File: config.mk
export PLATFORM = sky130hd
export DESIGN_NAME = dmem_bridge
export DESIGN_NICKNAME = d
export VERILOG_FILES = /design/src/rtl/dmem_bridge.sv
export SDC_FILE = /design/constraint.sdc
export NUM_CORES = 1
export LEC_CHECK = 0
export CORE_MARGIN = 10
export CORE_UTILIZATION = 30
export DETAILED_ROUTE_END_ITERATION = 8
export PLACE_DENSITY = 0.72
export SLEW_MARGIN = 30
export SYNTH_ARGS = -nofsm -noshare
export SYNTH_HDL_FRONTEND = slang
export SYNTH_SLANG_ARGS = --single-unit
File: constraint.sdc
create_clock -name clk -period 4.9 [get_ports clk]
set_input_delay 0.49 -clock clk [delete_from_list [all_inputs] [get_ports clk]]
set_output_delay 0.49 -clock clk [all_outputs]
set_load 0.01 [all_outputs]
File: src/rtl/dmem_bridge.sv
// MEM-stage to req/ack data memory bridge: stalls 1 + memory latency cycles, then a 1-cycle DONE with stallM low.
// Backpressure: holds the pipeline via stallM; a request stays up until mem_ack or the TIMEOUT abort.
module dmem_bridge #(
    parameter int unsigned TIMEOUT  = 255,
    parameter logic [31:0] ERR_DATA = 32'hDEADBEEF
) (
    input  logic        clk,
    input  logic        rst,
    input  logic        memreadM,
    input  logic        memwriteM,
    input  logic [31:0] addrM,
    input  logic [31:0] wdataM,
    output logic [31:0] rdataM,
    output logic        stallM,
    output logic        adelM,
    output logic        adesM,
    output logic        buserrM,
    output logic        mem_req,
    output logic        mem_we,
    output logic [31:0] mem_addr,
    output logic [31:0] mem_wdata,
    input  logic [31:0] mem_rdata,
    input  logic        mem_ack
);

    typedef enum logic [1:0] {
        IDLE,
        BUSY,
        DONE
    } state_t;

    localparam logic [15:0] CNT_LAST = 16'(TIMEOUT - 1);

    state_t      state;
    state_t      state_nxt;
    logic [15:0] cnt;
    logic        access;
    logic        aligned;
    logic        start;
    logic        misalign;
    logic        ack_hit;
    logic        tmo_hit;

    assign access  = memreadM | memwriteM;
    assign aligned = (addrM[1:0] == 2'b00);

    always_ff @(posedge clk) begin
        if (rst) begin
            state <= IDLE;
        end else begin
            state <= state_nxt;
        end
    end

    // DONE never starts a request: the instruction that just completed is still on the inputs.
    always_comb begin
        state_nxt = state;
        stallM    = 1'b0;
        start     = 1'b0;
        misalign  = 1'b0;
        ack_hit   = 1'b0;
        tmo_hit   = 1'b0;
        case (state)
            IDLE: begin
                if (access && aligned) begin
                    stallM    = 1'b1;
                    start     = 1'b1;
                    state_nxt = BUSY;
                end else if (access) begin
                    misalign  = 1'b1;
                end
            end
            BUSY: begin
                stallM = 1'b1;
                if (mem_ack) begin
                    ack_hit   = 1'b1;
                    state_nxt = DONE;
                end else if (cnt == CNT_LAST) begin
                    tmo_hit   = 1'b1;
                    state_nxt = DONE;
                end
            end
            DONE: begin
                state_nxt = IDLE;
            end
            default: begin
                state_nxt = IDLE;
            end
        endcase
    end

    always_ff @(posedge clk) begin
        if (rst) begin
            mem_req   <= 1'b0;
            mem_we    <= 1'b0;
            mem_addr  <= 32'd0;
            mem_wdata <= 32'd0;
            rdataM    <= 32'd0;
            cnt       <= 16'd0;
            adelM     <= 1'b0;
            adesM     <= 1'b0;
            buserrM   <= 1'b0;
        end else begin
            adelM   <= misalign & ~memwriteM;
            adesM   <= misalign & memwriteM;
            buserrM <= tmo_hit;
            if (start) begin
                mem_req   <= 1'b1;
                mem_we    <= memwriteM;
                mem_addr  <= {addrM[31:2], 2'b00};
                mem_wdata <= wdataM;
                cnt       <= 16'd0;
            end else if (ack_hit || tmo_hit) begin
                mem_req <= 1'b0;
            end else if (state == BUSY) begin
                cnt <= cnt + 16'd1;
            end
            // mem_we still describes the transaction that is finishing.
            if (ack_hit && !mem_we) begin
                rdataM <= mem_rdata;
            end else if (tmo_hit && !mem_we) begin
                rdataM <= ERR_DATA;
            end
        end
    end

endmodule

==> results of run 1 <==
[worst min-delay path by stage]
stage          cells past startpoint  slack [ns]                  startpoint                    endpoint
2_1_floorplan                      2        0.46        cnt[15]$_SDFFE_PP0P_        cnt[15]$_SDFFE_PP0P_
3_3_place_gp                       2        0.44     rdataM[25]$_SDFFE_PP0P_     rdataM[25]$_SDFFE_PP0P_
3_5_place_dp                       2        0.44     rdataM[10]$_SDFFE_PP0P_     rdataM[10]$_SDFFE_PP0P_
4_1_cts                            2        0.45      rdataM[1]$_SDFFE_PP0P_      rdataM[1]$_SDFFE_PP0P_
5_1_grt                            2        0.46      rdataM[1]$_SDFFE_PP0P_      rdataM[1]$_SDFFE_PP0P_
6_report                           2        0.45  mem_wdata[26]$_SDFFE_PP0P_  mem_wdata[26]$_SDFFE_PP0P_
[metal layers]
layer	vias up	track usage [%]	share of wire [%]
met4	0	6.19	1.7
met3	19	6.24	8.6
met1	1974	16.2	42
li1	2218	-	-
met5	-	0	0
met2	139	22.1	48
[power groups by stage]
stage / clock (W) / combinational (W) / sequential, W
6_report: 0.00121 / 0.000270 / 0.00100
5_1_grt: 0.00128 / 0.000293 / 0.00101
3_5_place_dp: 0 / 0.000273 / 0.00102
4_1_cts: 0.00125 / 0.000274 / 0.00100
2_1_floorplan: 0 / 0.0000826 / 0.00104
3_3_place_gp: 0 / 0.000271 / 0.00102
[placed cells by master (no fill, tap or decap), drive strengths merged, types with 4 or more instances in the layout]
cell	Yosys	final
dfxtp	117	117
or4	5	5
a311oi	8	8
nand2	139	139
nor3	4	4
a211oi	25	25
nand4	5	5
a21oi	83	83
o21ai	13	13
clkdlybuf4s50	0	199
nand3	10	10
clkbuf	29	24
clkinv	0	4
buf	9	5
nor2	31	31
inv	28	28
or3	8	8
[kinds of logic after synthesis]
group | synth area share, %
simple gates | 22.6
compound gates | 17.7
flops | 52.6
buf+inv | 5.99
xor+xnor | 0.394
fa+ha+maj | 0.562
other cells | 0.0843
[through the flow]
| stage | cells | utilization, % | hold WS [ns] |
|---|---|---|---|
| final | 930 | 49.2 | 0.450 |
| after global routing | 930 | 49.2 | 0.464 |
| after CTS | 930 | 49.2 | 0.453 |
| after detailed placement | 898 | 45.2 | 0.443 |
| after global placement | 898 | 45.2 | 0.439 |
| after floorplan | 548 | - | 0.459 |
[layout make-up]
class | count | area share, %
well taps | 184 | 3.22
repair buffers | 204 | 28.4
flip-flops and latches | 117 | 32.7
inverters | 28 | 1.47
multi-input cells | 365 | 26.1
clock buffers | 24 | 6.73
clock inverters | 8 | 1.38
[state kept, by name, summed over array words and instances, names as in the netlist]
signal     flops
mem_addr      30
adesM          1
buserrM        1
adelM          1
mem_wdata     32
mem_req        1
cnt           16
state          2
rdataM        32
mem_we         1
[synthesized netlist by cell type]
cell type | number | share of area, %
a211oi_1 | 25 | 4.2
o31ai_1 | 1 | 0.17
nand3_1 | 10 | 1.1
o21a_1 | 2 | 0.34
or3b_1 | 1 | 0.20
and3b_1 | 1 | 0.20
o221a_2 | 1 | 0.25
nor2_1 | 31 | 2.6
buf_4 | 2 | 0.34
nor3b_2 | 1 | 0.28
clkbuf_1 | 27 | 2.3
buf_2 | 7 | 0.79
nand4b_1 | 2 | 0.39
dfxtp_1 | 117 | 53
or4_1 | 3 | 0.51
ha_1 | 2 | 0.56
xnor2_1 | 2 | 0.39
nor4_1 | 3 | 0.42
o21ai_1 | 2 | 0.22
a32o_1 | 1 | 0.22
or4_4 | 2 | 0.51
o21ai_0 | 11 | 1.2
nor4bb_1 | 1 | 0.22
or3_1 | 8 | 1.1
inv_1 | 28 | 2.4
nor3_1 | 4 | 0.45
or2_2 | 1 | 0.14
nor3b_1 | 2 | 0.34
and4b_1 | 1 | 0.22
o211ai_1 | 1 | 0.17
nand4_1 | 5 | 0.70
and2_1 | 3 | 0.42
nand2b_1 | 1 | 0.14
a311oi_1 | 8 | 1.6
clkbuf_2 | 2 | 0.22
nand2_1 | 139 | 12
and3_1 | 2 | 0.28
and4_1 | 2 | 0.39
a21oi_1 | 83 | 9.3
or2b_1 | 1 | 0.17
conb_1 | 1 | 0.084
[worst max-delay path, stage by stage]
cell and delay, ns:
clkdlybuf4s50_1 0.42, or4_1 0.59, or2_2 0.35, nand2_1 0.10, clkdlybuf4s50_1 0.58
==> summary.md, run 1 <==
| Metric | Value |
|---|---|
| Post-Syn Area | 0.00445 mm^2 |
| First-pass DRT Iterations | 4 |
| P_sw | 0.000561 W |
| Vias in the first global route | 4232 |
| Total negative slack | 0 ns |
| Post-route cell area | 0.00715 mm^2 |
| Initial core utilization | 30.6% |
| WL per Instance | 15.7 um |
| Crit-path max FO | 4 |
| Worst hold path type | register to register |
| Placed cell areas | 0.00657 mm^2 |
| CP required | 4.41 ns |
| H-tree depth | 4 |
| GRT Residual Overflow | 0 |
| Hold_buf cts | 0 |
| Internal power | 0.00193 W |
| Inserted Diodes | 0 |
| Drt via density | 4.68 |
| Global placer's final weighted congestion | 0.803 |
| Die H | 142 um |
| Fin crit period | 3.03 ns |
| Reg2reg end | mem_addr[21]$_SDFFE_PP0P_ |
| Yosys warns | 0 |
| Root buffer cell | clkbuf_16 |
| FF+latch count, synth | 117 |
| Initial antenna violation count | 0 |
| CP endpoint | stallM |
| Die ar. | 0.0201 mm^2 |
| Fmax | 0.330 GHz |
| Count of cell types in the netlist | 41 |
| Worst R2R Setup Slack | 2.51 ns |
| Number of remaining DRC errors | 0 |
| R2R depth | 5 |
| Sequential fraction of the synthesis area | 52.6% |
| Static leakage | 2.46 nW |
| All-Layer GR Usage | 14.1% |
| Tcrit/Tclk final | 61.9% |
| First-pass GRT wire length | 22800 um |
| Pins over their slew limit | 0 |
| Largest net degree at the start of global routing | 63 |
| Critical Path AT | 2.54 ns |
| Worst r2r src | state[1]$_SDFFE_PP0P_ |
| Max transition margin | 45.6% |
| Slew @ Worst Pin | 0.814 ns |
| Clk sinks | 117 |
| Clk_lat worst skew | 0.41 ns |
| Reg clk slew, reported paths | 0.05 ns |
| Sequential share of power | 40.4% |
| Power density over the cells | 348 mW/mm^2 |
| RSZ-0062 raised after global routing | false |
| Critical path origin | addrM[1] |
| Outcome | finished clean |
| Antenna-violating nets left | 0 |
| Vias | 4350 |
| Critical path launch point type | primary input |
| Multi-input combinational cell area | 0.00187 mm^2 |
| Sw Ratio | 22.5% |
| Fin worst setup slack | 1.87 ns |
| Total power | 0.00249 W |
| Worst Skew | 0.00934 ns |
| Mean Syn Cell Area | 8.13 um^2 |
| Die Span X | 142 um |
| Peak supply drop | 0.221 mV |
| Syn-to-layout area delta | 60.8% |
| CTS tree | yes |
| CTS resizes | 0 |
| CTS Buf Count | 17 |
| Final setup viols | 0 |
| Final wirelength | 14600 um |
| Fillers | 1394 |
| Post CTS Setup Buffer Count | 0 |
| Register area | 0.00234 mm^2 |
| IO Pins | 203 |
| Pre-CTS setup slack | 1.84 ns |
| DP Wirelength | 10500 um |
| Hold Fails Final Rpt | 0 |
| Maxcap violations | 0 |
| CP endpoint kind | output port |
| Final net count | 836 |
| Clock power share | 48.8% |
| Critical path class | primary input to output port |
| Rows | 44 |
| Mapped Cells | 547 |
| Comb pwr share | 10.8% |
| Max Root-Sink Buffers | 2 |
| First DRT Iteration DRCs | 186 |
| Input/output buffers | 200 |
| Core Box Area | 0.0145 mm^2 |
| Fraction of layout cells with a size suffix above 1 | 5.50% |
(Power assumes the default switching activity.)
==> run 2: changes to the inputs <==
--- a/config.mk
+++ b/config.mk
@@ -8,7 +8,7 @@
 export CORE_MARGIN = 10
 export CORE_UTILIZATION = 30
 export DETAILED_ROUTE_END_ITERATION = 8
-export PLACE_DENSITY = 0.72
+export PLACE_DENSITY = 0.74
 export SLEW_MARGIN = 30
 export SYNTH_ARGS = -nofsm -noshare
 export SYNTH_HDL_FRONTEND = slang
==> constraint.sdc (replaced) <==
create_clock -name clk -period 2.6 [get_ports clk]
set_input_delay 0.26 -clock clk [delete_from_list [all_inputs] [get_ports clk]]
set_output_delay 0.26 -clock clk [all_outputs]
set_load 0.01 [all_outputs]
==> run 2 against run 1 <==
  * Non-clock buffer count is 7 higher
  * Largest cell class unchanged
  * Highest routed layer unchanged
  * Total power is 100% higher
  * Combinational power is 91% higher
==> summary.md, run 2 (synthesis results as in run 1) <==
| Metric | Value |
|---|---|
| Outcome | finished clean (unchanged) |
| Final net count | 843 (was 836) |
| Fillers | 1374 (was 1394) |
| Power density over the cells | 686 mW/mm^2 (was 348 mW/mm^2) |
| Clk sinks | 117 (unchanged) |
| Root buffer cell | clkbuf_16 (unchanged) |
| Max transition margin | 54.1% (was 45.6%) |
| Die Span X | 142 um (unchanged) |
| Inserted Diodes | 0 (unchanged) |
| Comb pwr share | 10.3% (was 10.8%) |
| Critical path launch point type | register (was primary input) |
| Tcrit/Tclk final | 89.0% |
| Worst r2r src | cnt[10]$_SDFFE_PP0P_ (was state[1]$_SDFFE_PP0P_) |
| Final setup viols | 0 (unchanged) |
| Worst hold path type | primary input to register (was register to register) |
| Clock power share | 51.8% (was 48.8%) |
| Peak supply drop | 0.475 mV (was 0.221 mV) |
| P_sw | 0.00104 W (was 0.000561 W) |
| Total negative slack | 0 ns (unchanged) |
| Placed cell areas | 0.00662 mm^2 (was 0.00657 mm^2) |
| R2R depth | 5 (unchanged) |
| Drt via density | 4.61 (was 4.68) |
| First DRT Iteration DRCs | 204 (was 186) |
| WHS Endpoint | mem_wdata[31]$_SDFFE_PP0P_ (was mem_wdata[26]$_SDFFE_PP0P_) |
| Global placer's final weighted congestion | 0.773 (was 0.803) |
| DP Wirelength | 10500 um (about the same) |
| Syn-to-layout area delta | 63.7% (was 60.8%) |
| Pins over their slew limit | 0 (unchanged) |
| Critical path class | register to output port (was primary input to output port) |
| Crit-path max FO | 6 (was 4) |
| Most common library cell in the layout ignoring fill and taps | clkdlybuf4s50_1 (unchanged) |
| Maxcap violations | 0 (unchanged) |
| First-pass GRT wire length | 22800 um (about the same) |
| Reg clk slew, reported paths | 0.05 ns (about the same) |
| Total power | 0.00500 W (was 0.00249 W) |
| H-tree depth | 4 (unchanged) |
| Worst R2R Setup Slack | 0.58 ns (was 2.51 ns) |
| Fin crit period | 2.32 ns |
| Number of remaining DRC errors | 0 (unchanged) |
| Sw Ratio | 20.8% (was 22.5%) |
| CTS tree | yes (unchanged) |
| Fmax | 0.432 GHz |
| Max Root-Sink Buffers | 2 (unchanged) |
| Fraction of layout cells with a size suffix above 1 | 6.24% (was 5.50%) |
| Slew @ Worst Pin | 0.688 ns (was 0.814 ns) |
| Core Box Area | 0.0145 mm^2 (unchanged) |
| Sequential share of power | 37.9% (was 40.4%) |
| GRT Residual Overflow | 0 (unchanged) |
| Worst-case hold slack | 0.343 ns (was 0.450 ns) |
| CP required | 2.34 ns (was 4.41 ns) |
| RSZ-0062 raised after global routing | false (unchanged) |
| Clk_lat worst skew | 0.41 ns (about the same) |
| Initial core utilization | 30.6% (unchanged) |
| Layout Cells excl Fill | 937 (was 930) |
| Worst Skew | 0.0112 ns (was 0.00934 ns) |
| CP endpoint kind | output port (unchanged) |
| WL per Instance | 15.6 um (was 15.7 um) |
| WHS Path Cells | 2 (unchanged) |
| Vias | 4322 (was 4350) |
| Initial antenna violation count | 0 (unchanged) |
| Largest net degree at the start of global routing | 63 (unchanged) |
| DP Cell Count | 905 (was 898) |
| CTS Buf Count | 17 (unchanged) |
| Reg2reg end | rdataM[13]$_SDFFE_PP0P_ (was mem_addr[21]$_SDFFE_PP0P_) |
| Internal power | 0.00396 W (was 0.00193 W) |
| Die H | 142 um (unchanged) |
| Post-route cell area | 0.00728 mm^2 (was 0.00715 mm^2) |
| Hold path start | rst (was mem_wdata[26]$_SDFFE_PP0P_) |
| Die ar. | 0.0201 mm^2 (unchanged) |
| Top flop regs | mem_wdata x32, rdataM x32, mem_addr x30 (unchanged) |
| Rows | 44 (unchanged) |
| Static leakage | 2.54 nW (was 2.46 nW) |
| Vias in the first global route | 4316 (was 4232) |
| Critical Path AT | 2.06 ns (was 2.54 ns) |
| Antenna-violating nets left | 0 (unchanged) |
| First-pass DRT Iterations | 4 (unchanged) |
| Hold Fails Final Rpt | 0 (unchanged) |
| Input/output buffers | 200 (unchanged) |
| All-Layer GR Usage | 14.2% (was 14.1%) |
| Most frequent cells in the layout | clkdlybuf4s50_1, nand2_1, dfxtp_1 (unchanged) |
| Final wirelength | 14600 um (about the same) |
| IO Pins | 203 (unchanged) |
run 2: timing repair:
item,4_1_cts,5_1_grt
hold buffers,0,0
gates resized for setup,1,0
setup endpoints to repair,1,0
setup buffers,0,0
run 2: power groups by stage:
stage	Combinational, W	Clock (W)	Sequential, W
2_1_floorplan	0.000156	0	0.00196
3_3_place_gp	0.000520	0	0.00193
3_5_place_dp	0.000524	0	0.00193
4_1_cts	0.000525	0.00266	0.00189
5_1_grt	0.000561	0.00273	0.00190
6_report	0.000517	0.00259	0.00189
run 2: worst max path at each step:
| stage | cells after the start | endpoint | start | slack (ns) |
|---|---|---|---|---|
| after floorplan | 5 | stallM | state[1]$_SDFFE_PP0P_ | 0.65 |
| after global placement | 5 | stallM | addrM[1] | 0.12 |
| after detailed placement | 5 | stallM | addrM[1] | 0.11 |
| after CTS | 4 | stallM | state[1]$_SDFFE_PP0P_ | 0.22 |
| after global routing | 4 | stallM | state[1]$_SDFFE_PP0P_ | 0.20 |
| final | 4 | stallM | state[1]$_SDFFE_PP0P_ | 0.28 |
run 2: final cells by class:
type	instances	area, um^2	area share, %
clock buffers	24	492	6.75
multi-input cells	365	1850	25.4
clock inverters	8	169	2.32
well taps	184	230	3.16
inverters	28	105	1.44
repair buffers	211	2090	28.7
flip-flops and latches	117	2340	32.2
run 2: per-stage QoR:
stage          setup slack [ns]  util [%]
2_1_floorplan             0.645         -
3_3_place_gp              0.119      45.6
3_5_place_dp              0.113      45.6
4_1_cts                   0.215      50.1
5_1_grt                   0.204      50.1
6_report                  0.285      50.1
run 2: critical path, cell delays in order (launching register included):
cell and delay (ns):
dfxtp_1 0.36, or4_1 0.57, or2_2 0.33, nand2_1 0.06, dlygate4sd2_1 0.33
run 2: layer usage:
metal  wire (um)  vias up  global-route usage (%)  part of all wire [%]
li1            -     2233                       -                     -
met1        6120     1952                    16.2                    42
met2        7070      126                    22.9                    48
met3        1210       11                    6.17                   8.3
met4         189        0                    5.22                   1.3
met5           0        -                       0                     0
